===== config.mk =====
export PLATFORM = sky130hd
export DESIGN_NAME = riscv_mem
export DESIGN_NICKNAME = d
export VERILOG_FILES = /design/src/rtl/riscv_mem.sv
export SDC_FILE = /design/constraint.sdc
export NUM_CORES = 1
export LEC_CHECK = 0
export CAP_MARGIN = 20
export CORE_AREA = 5 5 126 128
export DETAILED_ROUTE_END_ITERATION = 10
export DIE_AREA = 0 0 131 133
export PLACE_DENSITY = 0.75
export SETUP_SLACK_MARGIN = 0.2
export SKIP_LAST_GASP = 1
export SLEW_MARGIN = 20
export SYNTH_ARGS = -nofsm -noshare
export SYNTH_HDL_FRONTEND = slang
export SYNTH_SLANG_ARGS = --single-unit

===== constraint.sdc =====
create_clock -name clk -period 1.7 [get_ports clk]
set_input_delay 0.17 -clock clk [delete_from_list [all_inputs] [get_ports clk]]
set_output_delay 0.17 -clock clk [all_outputs]
set_load 0.01 [all_outputs]

===== src/rtl/riscv_mem.sv =====
// Memory-access stage: turns EX load/store instructions into single data-bus requests
// and hands load metadata / ALU results to WB through one output register.
`ifndef LD_NOP
`define LD_FUNCT_W 3
`define LD_NOP     3'd0
`define LD_LB      3'd1
`define LD_LH      3'd2
`define LD_LW      3'd3
`define LD_LBU     3'd4
`define LD_LHU     3'd5
`endif
`ifndef ST_NOP
`define ST_FUNCT_W 2
`define ST_NOP     2'd0
`define ST_SB      2'd1
`define ST_SH      2'd2
`define ST_SW      2'd3
`endif

module riscv_mem #(
    parameter bit CHECK_MISALIGN = 1'b1
) (
    input  logic                   clk,
    input  logic                   rst,
    input  logic                   ex_mem_rdy,
    output logic                   ex_mem_ack,
    input  logic [`LD_FUNCT_W-1:0] ex_mem_ld_funct,
    input  logic [`ST_FUNCT_W-1:0] ex_mem_st_funct,
    input  logic [31:0]            ex_mem_data,
    input  logic [31:0]            ex_mem_wdata,
    input  logic [4:0]             ex_mem_rsd,
    output logic                   data_bif_req,
    input  logic                   data_bif_rdy,
    output logic                   data_bif_we,
    output logic [31:0]            data_bif_addr,
    output logic [31:0]            data_bif_wdata,
    output logic [3:0]             data_bif_wmask,
    output logic                   mem_wb_rdy,
    input  logic                   mem_wb_ack,
    output logic [`LD_FUNCT_W-1:0] mem_wb_funct,
    output logic [31:0]            mem_wb_data,
    output logic [4:0]             mem_wb_rsd,
    output logic                   mem_misalign
);
    typedef enum logic {IDLE, REQ} state_t;

    state_t                   state_q, state_d;
    logic                     req_q, req_d, we_q, we_d;
    logic [31:0]              addr_q, addr_d, wdata_q, wdata_d;
    logic [3:0]               wmask_q, wmask_d;
    logic                     wb_rdy_q, wb_rdy_d;
    logic [`LD_FUNCT_W-1:0]   funct_q, funct_d, pend_funct_q, pend_funct_d;
    logic [31:0]              data_q, data_d, pend_addr_q, pend_addr_d;
    logic [4:0]               rsd_q, rsd_d, pend_rsd_q, pend_rsd_d;
    logic                     misalign_q, misalign_d;

    logic        ld_op, st_op, is_half, is_word, bad_align, drain;
    logic [1:0]  lane;
    logic [31:0] lane_wdata;
    logic [3:0]  lane_mask;

    always_comb begin
        ld_op     = (ex_mem_ld_funct != `LD_NOP);
        st_op     = (ex_mem_st_funct != `ST_NOP);
        lane      = ex_mem_data[1:0];
        is_half   = (ex_mem_ld_funct == `LD_LH) || (ex_mem_ld_funct == `LD_LHU) ||
                    (ex_mem_st_funct == `ST_SH);
        is_word   = (ex_mem_ld_funct == `LD_LW) || (ex_mem_st_funct == `ST_SW);
        bad_align = CHECK_MISALIGN && ((is_half && lane[0]) || (is_word && (lane != 2'b00)));
        drain     = !wb_rdy_q || mem_wb_ack;
        ex_mem_ack = ex_mem_rdy && (state_q == IDLE) && drain;

        // Store data is replicated across lanes so the mask alone selects the bytes.
        lane_wdata = 32'h0;
        lane_mask  = 4'b0000;
        case (ex_mem_st_funct)
            `ST_SB: begin
                lane_wdata = {4{ex_mem_wdata[7:0]}};
                lane_mask  = 4'b0001 << lane;
            end
            `ST_SH: begin
                lane_wdata = {2{ex_mem_wdata[15:0]}};
                lane_mask  = 4'b0011 << lane;
            end
            `ST_SW: begin
                lane_wdata = ex_mem_wdata;
                lane_mask  = 4'b1111;
            end
            default: ;
        endcase
    end

    always_comb begin
        state_d      = state_q;
        req_d        = req_q;
        we_d         = we_q;
        addr_d       = addr_q;
        wdata_d      = wdata_q;
        wmask_d      = wmask_q;
        wb_rdy_d     = wb_rdy_q;
        funct_d      = funct_q;
        data_d       = data_q;
        rsd_d        = rsd_q;
        pend_funct_d = pend_funct_q;
        pend_addr_d  = pend_addr_q;
        pend_rsd_d   = pend_rsd_q;
        misalign_d   = 1'b0;

        if (wb_rdy_q && mem_wb_ack)
            wb_rdy_d = 1'b0;

        if (state_q == IDLE) begin
            if (ex_mem_ack) begin
                if (!ld_op && !st_op) begin
                    wb_rdy_d = 1'b1;
                    funct_d  = `LD_NOP;
                    data_d   = ex_mem_data;
                    rsd_d    = ex_mem_rsd;
                end else if (bad_align) begin
                    wb_rdy_d   = 1'b1;
                    funct_d    = `LD_NOP;
                    data_d     = ex_mem_data;
                    rsd_d      = 5'd0;
                    misalign_d = 1'b1;
                end else begin
                    state_d      = REQ;
                    req_d        = 1'b1;
                    we_d         = st_op;
                    addr_d       = {ex_mem_data[31:2], 2'b00};
                    wdata_d      = lane_wdata;
                    wmask_d      = lane_mask;
                    pend_funct_d = ex_mem_ld_funct;
                    pend_addr_d  = ld_op ? ex_mem_data : 32'h0;
                    pend_rsd_d   = ld_op ? ex_mem_rsd : 5'd0;
                    wb_rdy_d     = 1'b0;
                end
            end
        end else if (data_bif_rdy) begin
            // Output register is known empty here, so the result lands without waiting on WB.
            state_d  = IDLE;
            req_d    = 1'b0;
            we_d     = 1'b0;
            wmask_d  = 4'b0000;
            wb_rdy_d = 1'b1;
            funct_d  = pend_funct_q;
            data_d   = pend_addr_q;
            rsd_d    = pend_rsd_q;
        end
    end

    always_ff @(posedge clk) begin
        if (rst) begin
            state_q      <= IDLE;
            req_q        <= 1'b0;
            we_q         <= 1'b0;
            addr_q       <= 32'h0;
            wdata_q      <= 32'h0;
            wmask_q      <= 4'b0000;
            wb_rdy_q     <= 1'b0;
            funct_q      <= `LD_NOP;
            data_q       <= 32'h0;
            rsd_q        <= 5'd0;
            pend_funct_q <= `LD_NOP;
            pend_addr_q  <= 32'h0;
            pend_rsd_q   <= 5'd0;
            misalign_q   <= 1'b0;
        end else begin
            state_q      <= state_d;
            req_q        <= req_d;
            we_q         <= we_d;
            addr_q       <= addr_d;
            wdata_q      <= wdata_d;
            wmask_q      <= wmask_d;
            wb_rdy_q     <= wb_rdy_d;
            funct_q      <= funct_d;
            data_q       <= data_d;
            rsd_q        <= rsd_d;
            pend_funct_q <= pend_funct_d;
            pend_addr_q  <= pend_addr_d;
            pend_rsd_q   <= pend_rsd_d;
            misalign_q   <= misalign_d;
        end
    end

    assign data_bif_req   = req_q;
    assign data_bif_we    = we_q;
    assign data_bif_addr  = addr_q;
    assign data_bif_wdata = wdata_q;
    assign data_bif_wmask = wmask_q;
    assign mem_wb_rdy     = wb_rdy_q;
    assign mem_wb_funct   = funct_q;
    assign mem_wb_data    = data_q;
    assign mem_wb_rsd     = rsd_q;
    assign mem_misalign   = misalign_q;
endmodule

==> impl_metrics.toml <==
[detailed_routing]
postRouteAntennaNets = 0
vias = 5815
dr.pass1.iters = 5
drt-vias-per-instance = 5.350
drt_iter0_markers = 471
drc = 0
routedWlPerCell_um = 17.89
wirelength_mm = 19.44

[final_layout]
synthToLayoutAreaGrowth_pct = 60.08
drive_gt1_frac = 0.1468
antennaDiodeCount = 0
post-route-cell-area_sq_um = 9568
layout_commonest_cell = "dfxtp_1"
final_cell_mix = "dfxtp_1 (149), nand2_1 (110), a21oi_1 (97), clkdlybuf4s50_1 (85), dlymetal6s2s_1 (59)"
num-nets-final = 970

[cts]
postCtsHoldBufs = 0
cts_max_level = 4
cts_tree = "done"
insertion_delay_ns = 0.42
clk_pin_slew_ns = 0.06
cts_root_buf = "clkbuf_16"
cts_buffer_depth = 2
numCtsBuffers = 17
cts.sinks = 151

[worst_setup_path]
cp_top_family = "compound AO/OA/AOI/OAI gates"
critical_path_class = "flip-flop to flip-flop"
path_max_fanout = 19
path_buf_inv = 3
path_cells = "nor2b_4 > o21a_1 > a31oi_4 > buf_12 > buf_12 > buf_16 > a211oi_1"
setup.worst_path.end_class = "flip-flop"
startpoint_type = "flip-flop"
slowest_delay_ns = 0.32
reg2reg_from = "mem_wb_rdy$_SDFF_PP0_"
cp_common_cell = "buf_12"
cpMaxStageDelayCell = "dfxtp_2"
worstSetupStartpoint = "mem_wb_rdy$_SDFF_PP0_"
cp_data_arrival_time_ns = 1.93
required_ns = 2.02

[logic_synthesis]
syn_avg_cell_area_sq_um = 8.855
ys_dominant_reg_cell = "dfxtp_1"
synth-seq-cells = 151
synth_edf_count = 0
yosys_warnings = 0
synthesis.area_sq_um = 5977
yosysSeqAreaShare = 0.5058
syn_inst = 675
synthArstFlopShare = 0
synth.distinct_cells = 39

[power_and_ir_drop]
p_leak_nw = 4.584
p_per_area_nw_per_um2 = 1005
finalPower_mw = 9.614
ir_drop_uv = 684.7

[run_status]
status = "finished, final reports clean"

[timing]
setup_slack_ns = 0.09785
clock_skew_ns = 0.009627
max_clock_freq_ghz = 0.6242
period_minus_slack_ns = 1.602
grt_setup_unrepaired = "true"
tns_ns = 0
slew_viol_final = 0
slew_headroom = 0.5386
final_hold_viol_count = 0
finalSetupViolations = 0
worst_pin_slew_ns = 0.6921
period_share = 0.9424

[placed_design]
dp_slack_ns = -0.6406
gp_congestion = 0.8196
port_buffers = 189
placed_area_sq_um = 8362
dp.final_hpwl_mm = 11.58

[worst_hold_path]
hp-start = "rst"
hold_class = "input pin to flip-flop"

[floorplanning]
die_y_um = 133
coreArea_sq_um = 14750
die_w_um = 131
die_area_sq_um = 17420
rows = 45
initial_utilization = 0.4052
io_pins = 192

[global_route]
antenna_found_initial = 0
track_usage = 0.2056
grt_max_degree = 120
grt_pass1_vias = 5494
grt-ovfl-total = 0
grt_pass1_wl_mm = 28.58

[run]
drv_cap = 0
-- through the flow --
stage | cells | hold slack (ns) | util
2_1_floorplan | 676 | 0.2955 | -
3_3_place_gp | 1033 | 0.4369 | 0.5668
3_5_place_dp | 1033 | 0.4428 | 0.5668
4_1_cts | 1076 | 0.06327 | 0.6218
5_1_grt | 1087 | 0.1997 | 0.6486
6_report | 1087 | 0.2064 | 0.6486
-- layer usage --
layer / vias to the layer above / global-route usage / wire, um
li1: 2804 / - / -
met1: 2765 / 0.2685 / 8086
met5: - / 0 / 0
met2: 216 / 0.3234 / 9609
met3: 30 / 0.05975 / 1409
met4: 0 / 0.07029 / 336
-- state kept, by name, indices dropped and copies added (netlist names) --
name            cells
pend_funct_q        3
data_bif_addr      30
mem_wb_data        32
pend_addr_q        32
data_bif_wdata     32
mem_wb_funct        3
pend_rsd_q          5
data_bif_we         1
data_bif_wmask      4
data_bif_req        1
mem_wb_rdy          1
state_q             1
mem_misalign        1
mem_wb_rsd          5
-- worst min-delay path, stage by stage --
cell      delay, ns
buf_4          0.12
nor4_4         0.05
buf_4          0.11
a21boi_0       0.11
-- power breakdown --
part	internal (mW)	switching [mW]	leakage, nW
clock network	2.15	1.55	0.277
registers	3.80	0.130	1.23
logic	1.01	0.974	3.07
-- final timing paths --
check,to,slack [ns],cells after the start
setup reg to reg,mem_wb_data[0]$_SDFFE_PP0P_,0.1,7
setup / recovery,mem_wb_data[0]$_SDFFE_PP0P_,0.1,7
hold reg to reg,data_bif_addr[7]$_SDFFE_PP0P_,0.45,2
hold / removal,mem_misalign$_SDFF_PP0_,0.21,4
-- cells by family (layout without fill, tap and decap cells) --
kind of cell | Yosys count | in the layout | synth area share
flip-flops | 151 | 151 | 0.5058
buffers and inverters | 63 | 286 | 0.04815
AO/OA/AOI/OAI | 197 | 197 | 0.2165
AND/OR/NAND/NOR | 226 | 226 | 0.1650
multiplexers | 32 | 32 | 0.05359
other | 1 | 2 | 0.0006274
adder cells (fa/ha/maj) | 5 | 5 | 0.01047
-- cell type report --
type                    count  area (sq um)
fillers                  1180          5184
flip-flops and latches    151          3025
multi-input cells         462          2848
repair buffers            250          2838
clock buffers              20         466.7
well taps                 188         235.2
clock inverters            12         116.4
inverters                   4         38.79
-- cells in the mapped netlist, types with 3 or more instances --
library cell  instances  area share
mux2i_1              32       0.054
buf_1                 3      0.0019
a31oi_1               4      0.0042
inv_1                 4      0.0025
or3_1                 5      0.0052
a21oi_1              99       0.083
buf_4                 3      0.0038
nand2b_1              3      0.0031
clkbuf_1             31       0.019
a22o_1               16       0.023
buf_2                20       0.017
a211oi_1             37       0.046
nand3_1              43       0.036
ha_1                  5       0.010
o2bb2ai_1            24       0.035
nor2_1               50       0.031
nand2_1             110       0.069
dfxtp_1             151        0.51
a22oi_1              11       0.014
-- timing repair --
item / 4_1_cts / 5_1_grt
gates resized for setup: 71 / 71
cloned: 3 / 7
endpoints found under the setup margin: 189 / 207
setup buffers: 8 / 4
pin swaps: 9 / 21
No activity file was read; power rests on OpenSTA's default activity.
==> RTL edit, RTL diff (config.mk and constraints unchanged) <==
`LD_FUNCT_W`: 3 -> 4.
--- a/src/rtl/riscv_mem.sv
+++ b/src/rtl/riscv_mem.sv
@@ -1,7 +1,7 @@
 // Memory-access stage: turns EX load/store instructions into single data-bus requests
 // and hands load metadata / ALU results to WB through one output register.
 `ifndef LD_NOP
-`define LD_FUNCT_W 3
+`define LD_FUNCT_W 4
 `define LD_NOP     3'd0
 `define LD_LB      3'd1
 `define LD_LH      3'd2
Ports: changed (resized ex_mem_ld_funct and mem_wb_funct); port bits go from 192 to 194. The function was not compared with the original's and may differ.
==> RTL edit against the original RTL <==
  * The flow now finishes with violations (negative setup slack)
  * Wire length is 47% higher
  * Power is 13% higher
  * Via count is 27% higher
  * Design area is 26% higher
  * Clock power is 3% higher
  * Synthesized area is 11% higher
  * Worst setup slack worse by 320 ps
  * Sequential cell count is 2 higher
  * Critical endpoint is now pend_addr_q[15]$_SDFFE_PP0P_
  * Highest routed layer unchanged
==> RTL edit: results <==
[synth]
synth_common_cells = dfxtp_1, nand2_1, a21oi_1, nand3_1, clkbuf_1
synth.avg_cell_area_um2 = 8.44
synth_top_flop_cell = dfxtp_1
synthTopCellsByArea = dfxtp_1, a21oi_1, nand2_1
ys_seq_area_share_pct = 46.3
synth.distinct_cells = 45

[power]
irDropWorstVdd_v = 0.000781
power_leakage_nw = 5.38
switchingPower_mw = 3.20

[detailed_routing]
wl_um = 28500
num_vias = 7380
first_iter_violations = 814

[finish]
drive_gt1_share_pct = 40.1
multi_input_area_mm2 = 0.00432
fin_nets = 1120
stdcell_count = 1237
nFillCells = 824

[global_routing]
grt_first_pass_wirelength_um = 36800
grt_max_degree = 65
grt_pass1_vias = 6838
track_usage_pct = 26.8

[place]
portBuffers = 191
gp_congestion = 0.862
place_area_mm2 = 0.00919
dpl.hpwl_um = 13600

[timing]
tightest_slew_ps = 853
fin_tns_setup_ps = -17680
skew_ps = 6.28
setup_viol = 147
fin_ws_ps = -222
holdWs_ps = 95.3

[critical_path]
slowest_delay_ps = 410
r2r_cells = 9
cp_top_family = buffers and inverters
critical-path-slowest-cell = or3_4
cp_max_fo = 8
rr_endpoint = pend_addr_q[15]$_SDFFE_PP0P_
cp.arrival_ps = 2270
r2r_slack_ps = -130

[run_status]
status = complete, but fails checks
violations = negative setup slack

[hold_path]
whs_path_depth = 2
holdPathEnd = data_bif_addr[8]$_SDFFE_PP0P_
holdCritPathClass = input pin to register

[clocking]
cts_resized = 199
post_cts_buffers = 24
## RTL edit: layout make-up
class	count	area share, %
clock buffer	25	4.03
clock inverter	7	0.758
inverter	35	1.24
multi-input combinational	524	35.8
sequential	153	25.4
tap	188	1.95
timing repair buffer	305	30.8
## RTL edit: cells by family after synthesis
| group | after synthesis | synth area share, % |
|---|---|---|
| AO/OA/AOI/OAI | 199 | 20.1 |
| other | 1 | 0.0567 |
| multiplexers | 33 | 5.60 |
| adder cells (fa/ha/maj) | 4 | 0.756 |
| buffers and inverters | 108 | 7.43 |
| AND/OR/NAND/NOR | 286 | 19.8 |
| flip-flops | 153 | 46.3 |
## RTL edit: worst max-delay path by stage
stage	endpoint	cells past startpoint	slack, ps	start
floorplan	mem_wb_data[1]$_SDFFE_PP0P_	11	-420	ex_mem_st_funct[0]
CTS	data_bif_wdata[17]$_SDFFE_PP0P_	12	-110	ex_mem_st_funct[0]
detailed placement	pend_addr_q[2]$_SDFFE_PP0P_	11	-980	ex_mem_st_funct[0]
global placement	mem_wb_data[22]$_SDFFE_PP0P_	10	-930	ex_mem_st_funct[0]
finish	pend_addr_q[15]$_SDFFE_PP0P_	14	-220	ex_mem_st_funct[0]
global route	pend_addr_q[15]$_SDFFE_PP0P_	14	-260	ex_mem_st_funct[0]
## RTL edit: power groups by stage
stage	clock network (mW)	registers [mW]	logic [mW]
floorplan	0	4.10	1.02
global placement	0	4.04	1.97
detailed placement	0	4.04	1.99
CTS	3.76	3.96	2.57
global route	3.97	4.01	3.25
finish	3.80	3.99	3.12
## RTL edit: per-layer routing
metal	track usage (%)	part of all wire (%)	vias up
met5	0	0	-
met4	12.1	4.5	0
met3	5.77	8.1	108
met2	42.6	50	431
met1	34.7	38	3573
li1	-	-	3268
